File: config.mk
export PLATFORM = sky130hd
export DESIGN_NAME = alu_exec
export DESIGN_NICKNAME = d
export VERILOG_FILES = /design/src/rtl/alu_exec.sv
export SDC_FILE = /design/constraint.sdc
export NUM_CORES = 1
export LEC_CHECK = 0
export CAP_MARGIN = 20
export CORE_MARGIN = 2
export CORE_UTILIZATION = 63
export DETAILED_ROUTE_END_ITERATION = 10
export PLACE_DENSITY_LB_ADDON = 0.15
export SLEW_MARGIN = 20
export SYNTH_ARGS = -nofsm -noshare
export SYNTH_HDL_FRONTEND = slang
export SYNTH_SLANG_ARGS = --single-unit
File: constraint.sdc
create_clock -name clk -period 10.43 [get_ports clk]
set_input_delay 1.043 -clock clk [delete_from_list [all_inputs] [get_ports clk]]
set_output_delay 1.043 -clock clk [all_outputs]
set_load 0.01 [all_outputs]
File: src/rtl/alu_exec.sv
// Multi-cycle EX-stage execution unit: single-cycle logic/arithmetic ops and
// bit-serial shifts behind a start/busy/done handshake.
module alu_exec #(
  parameter int WIDTH = 32,
  parameter int SHW   = 5
) (
  input  logic             clk,
  input  logic             rst_n,
  input  logic             start,
  input  logic [3:0]       ctrl,
  input  logic [WIDTH-1:0] a,
  input  logic [WIDTH-1:0] b,
  input  logic [SHW-1:0]   shamt,
  output logic             busy,
  output logic             done,
  output logic [WIDTH-1:0] result,
  output logic             zero,
  output logic             overflow,
  output logic             illegal
);

  typedef enum logic [1:0] {IDLE, SHIFT, DONE} state_t;

  state_t state, state_nxt;

  logic [WIDTH-1:0]        acc, acc_nxt;
  logic [SHW-1:0]          cnt;
  logic                    shl;
  logic                    accept;
  logic                    is_shift;
  logic                    shift_multi;
  logic [WIDTH-1:0]        op_res;
  logic                    op_ovf;
  logic                    op_ill;
  logic signed [WIDTH-1:0] sa, sb, sum, diff;

  function automatic logic add_ovf(input logic signed [WIDTH-1:0] x, y, s);
    return (x[WIDTH-1] == y[WIDTH-1]) && (s[WIDTH-1] != x[WIDTH-1]);
  endfunction

  function automatic logic sub_ovf(input logic signed [WIDTH-1:0] x, y, d);
    return (x[WIDTH-1] != y[WIDTH-1]) && (d[WIDTH-1] != x[WIDTH-1]);
  endfunction

  assign sa   = a;
  assign sb   = b;
  assign sum  = sa + sb;
  assign diff = sa - sb;

  always_comb begin
    op_res   = '0;
    op_ovf   = 1'b0;
    op_ill   = 1'b0;
    is_shift = 1'b0;
    case (ctrl)
      4'b0000: op_res = a & b;
      4'b0001: op_res = a | b;
      4'b0010: begin
        op_res = sum;
        op_ovf = add_ovf(sa, sb, sum);
      end
      4'b0100: begin
        op_res = diff;
        op_ovf = sub_ovf(sa, sb, diff);
      end
      4'b1000, 4'b1001: begin
        op_res   = b;
        is_shift = 1'b1;
      end
      default: op_ill = 1'b1;
    endcase
  end

  // A zero-amount shift completes like a single-cycle op with result = b.
  assign shift_multi = is_shift && (shamt != '0);
  assign accept      = start && (state != SHIFT);
  assign acc_nxt     = shl ? {acc[WIDTH-2:0], 1'b0} : {1'b0, acc[WIDTH-1:1]};

  always_ff @(posedge clk or negedge rst_n) begin
    if (!rst_n) state <= IDLE;
    else        state <= state_nxt;
  end

  always_comb begin
    state_nxt = state;
    busy      = (state == SHIFT);
    done      = (state == DONE);
    case (state)
      IDLE, DONE: begin
        if (start) state_nxt = shift_multi ? SHIFT : DONE;
        else       state_nxt = IDLE;
      end
      SHIFT:   if (cnt == SHW'(1)) state_nxt = DONE;
      default: state_nxt = IDLE;
    endcase
  end

  always_ff @(posedge clk or negedge rst_n) begin
    if (!rst_n) begin
      acc      <= '0;
      cnt      <= '0;
      shl      <= 1'b0;
      result   <= '0;
      zero     <= 1'b0;
      overflow <= 1'b0;
      illegal  <= 1'b0;
    end else if (accept) begin
      if (shift_multi) begin
        acc <= b;
        cnt <= shamt;
        shl <= ~ctrl[0];
      end else begin
        result   <= op_res;
        zero     <= (op_res == '0);
        overflow <= op_ovf;
        illegal  <= op_ill;
      end
    end else if (state == SHIFT) begin
      acc <= acc_nxt;
      cnt <= cnt - SHW'(1);
      // Final shift step publishes the result; shifts never overflow.
      if (cnt == SHW'(1)) begin
        result   <= acc_nxt;
        zero     <= (acc_nxt == '0);
        overflow <= 1'b0;
        illegal  <= 1'b0;
      end
    end
  end

endmodule

==> impl_metrics.ini <==
[clock_tree]
cts_htree_levels = 3
clock-sinks = 75
cts_buffers = 9
cts_tree = done
post_cts_resized = 0
clk_pin_slew_ns = 0.06
postCtsSetupBuffers = 0
clk_latency_ns = 0.33
cts_root_buffer = clkbuf_16
clk_path_buf_depth = 2
postCtsHoldBufs = 0

[synthesis]
async_flop_share_pct = 100
yosys_most_used_dff = dfrtp_1
synth_nets = 1478
netlist.area_leader.share_pct = 20.0
synth.avg_cell_area_sq_um = 7.23
synth_edf_count = 0
synthCells = 1298
syn_area_sq_um = 9380
synthTopCellsByArea = dfrtp_1 (20%), ha_1 (14%), a21oi_1 (7.2%)
ys_types = 81
synth_seq_cells = 75
yosysSeqAreaShare_pct = 20.0
synth_top_area_cell = dfrtp_1
yosys_warnings = 0

[die]
die_area_sq_um = 15900
start_util_pct = 64.6
fp.dieH_um = 126
num_io_pins = 113
dieWidth_um = 126
rows = 44
core-area_sq_um = 14500

[sta]
fmax_ghz = 0.163
fin_crit_sh_pct = 58.9
fin_worst_skew_ns = 0.00638
final_max_slew_viol_count = 0
max_slew_margin_pct = 36.5
min_period_ns = 6.15
tns_ns = 0
finalHoldViolCount = 0
setup_viol = 0
rsz0062_at_grt = false
tightest_slew_ns = 0.953

[cells_and_area]
syn2layout_area_growth_pct = 14.6
drive_gt1_share_pct = 4.07
stdcell_count = 1535
nets = 1528
num_antenna_cells = 0

[critical_path]
reg2regPathDepth = 12
r2r-start = state[0]
r2r_end = zero
cp-end-kind = flip-flop
start_kind = primary input
crit_path_max_fanout = 5
critPathArrivalTime_ns = 6.39
crit_end = zero
worstSetupStartpoint = b[0]
path_class = primary input to flip-flop
cp_data_required_time_ns = 10.67
r2r_slack_ns = 6.09

[job]
drv_cap = 0

[status]
status = finished, final reports clean

[place]
dp_cells = 1521
routabilityCongestion = 0.999
place_hpwl_um = 23600
portBuffers = 112

[detailed_routing]
viasPerCell = 6.96
antenna_left = 0
drcViolationCount = 0
routedWlPerCell_um = 21.3
drtIter0Drc = 1449
first_pass_iters = 8
totalWireLength_um = 32600
vias = 10700

[global_route]
grt_pass1_vias = 10000
antenna_found_initial = 2
grt_pass1_wl_um = 52000
grt_usage_pct = 40.2
grt.overflow.total = 0
grt_start_max_net_pins = 83

[pwr]
ir_drop_mv = 0.0804
p_per_area_nw_per_um2 = 137
p_leak_nw = 4.65
power_mw = 1.48

[worst_hold_path]
hold_path_class = flip-flop to flip-flop
-- synth_stat cells, types with 6 or more instances --
library cell    n
nor2_1        144
a21oi_1       135
nand2_1       133
inv_1         112
ha_1          102
o21ai_0        98
dfrtp_1        75
clkbuf_1       64
mux2i_1        42
a211oi_1       26
nand3_1        25
nor3_1         20
a31oi_1        18
o221ai_1       18
nand4_1        16
o31ai_1        16
a21o_1         14
a221o_1        14
o211ai_1       14
nand2b_1       13
nor4_1         13
nor2b_1        11
and3_1          9
buf_2           9
buf_1           8
a221oi_1        7
o22ai_1         7
or4_1           7
xnor2_1         7
o21a_1          6
o221a_2         6
-- stage by stage --
stage               utilization (%)  cell area (sq um)  hold WS [ns]  worst slack [ns]
floorplan                         -               9380         0.495              5.10
detailed placement             72.1              10500         0.464              4.07
global placement               72.1              10500         0.453              4.07
finish                         74.0              10800         0.468              4.28
CTS                            74.0              10800         0.477              4.37
global route                   74.0              10800         0.504              4.11
-- layout make-up --
cell class,instances,area (sq um)
inverters,113,424
flip-flops and latches,75,1880
repair buffers,121,1180
well taps,184,230
clock buffers,12,256
multi-input cells,1028,6780
fillers,1132,3780
clock inverters,2,12.5
-- worst min path at each step --
| stage | from | end | slack, ns | cells after the start |
|---|---|---|---|---|
| after floorplan | acc[0] | acc[0] | 0.49 | 2 |
| after global placement | result[0] | result[0] | 0.45 | 2 |
| after detailed placement | result[0] | result[0] | 0.46 | 2 |
| after CTS | result[0] | result[0] | 0.48 | 2 |
| after global routing | result[0] | result[0] | 0.50 | 2 |
| final | result[0] | result[0] | 0.47 | 2 |
-- critical path: stages --
cell             delay [ns]
clkdlybuf4s50_1        0.58
ha_1                   0.22
inv_1                  0.06
fa_1                   0.40
nor2b_1                0.18
o31ai_1                0.46
o221a_2                0.27
o22ai_1                0.10
or3_1                  0.41
nor4_1                 0.24
nand3_1                0.15
or4_1                  0.55
or4_1                  0.53
or4_1                  0.51
or4_1                  0.49
o31ai_2                0.21
-- state kept, by name, summed over array words and instances, names as in the netlist --
name	cells
zero	1
shl	1
acc	32
result	32
overflow	1
illegal	1
cnt	5
state	2
-- per-layer routing --
metal  track usage (%)  vias to the layer above  share of wire (%)  wire [um]
met4              17.6                        2                4.8       1560
li1                  -                     4820                  -          -
met5                 0                        -              0.028          9
met1              55.0                     4971                 39      12800
met3              5.48                      148                 12       3800
met2              63.8                      740                 44      14500
-- report_power, final --
group	leakage (nW)	internal [mW]	switching, mW	total, mW
Clock	0.131	0.171	0.116	0.287
Sequential	0.854	0.384	0.0904	0.475
Combinational	3.67	0.288	0.429	0.717
-- placed cells by master (no fill, tap or decap), types with 20 or more instances in the layout --
cell type,synthesis,layout
a21oi_1,135,134
nor3_1,20,20
nand3_1,25,25
ha_1,102,102
mux2i_1,42,42
dfrtp_1,75,75
clkdlybuf4s50_1,0,109
nor2_1,144,144
o21ai_0,98,98
nand2_1,133,131
a211oi_1,26,26
inv_1,112,112
-- kinds of logic (layout without fill, tap and decap cells) --
family | after synthesis | count (layout) | share of synthesized area, %
XOR/XNOR | 8 | 8 | 0.747
buffers and inverters | 195 | 248 | 7.96
AO/OA/AOI/OAI | 453 | 453 | 32.0
multiplexers | 45 | 45 | 4.84
flip-flops | 75 | 75 | 20.0
adder cells (fa/ha/maj) | 105 | 105 | 14.1
AND/OR/NAND/NOR | 417 | 417 | 20.4
Power figures use the tool's default switching activity.
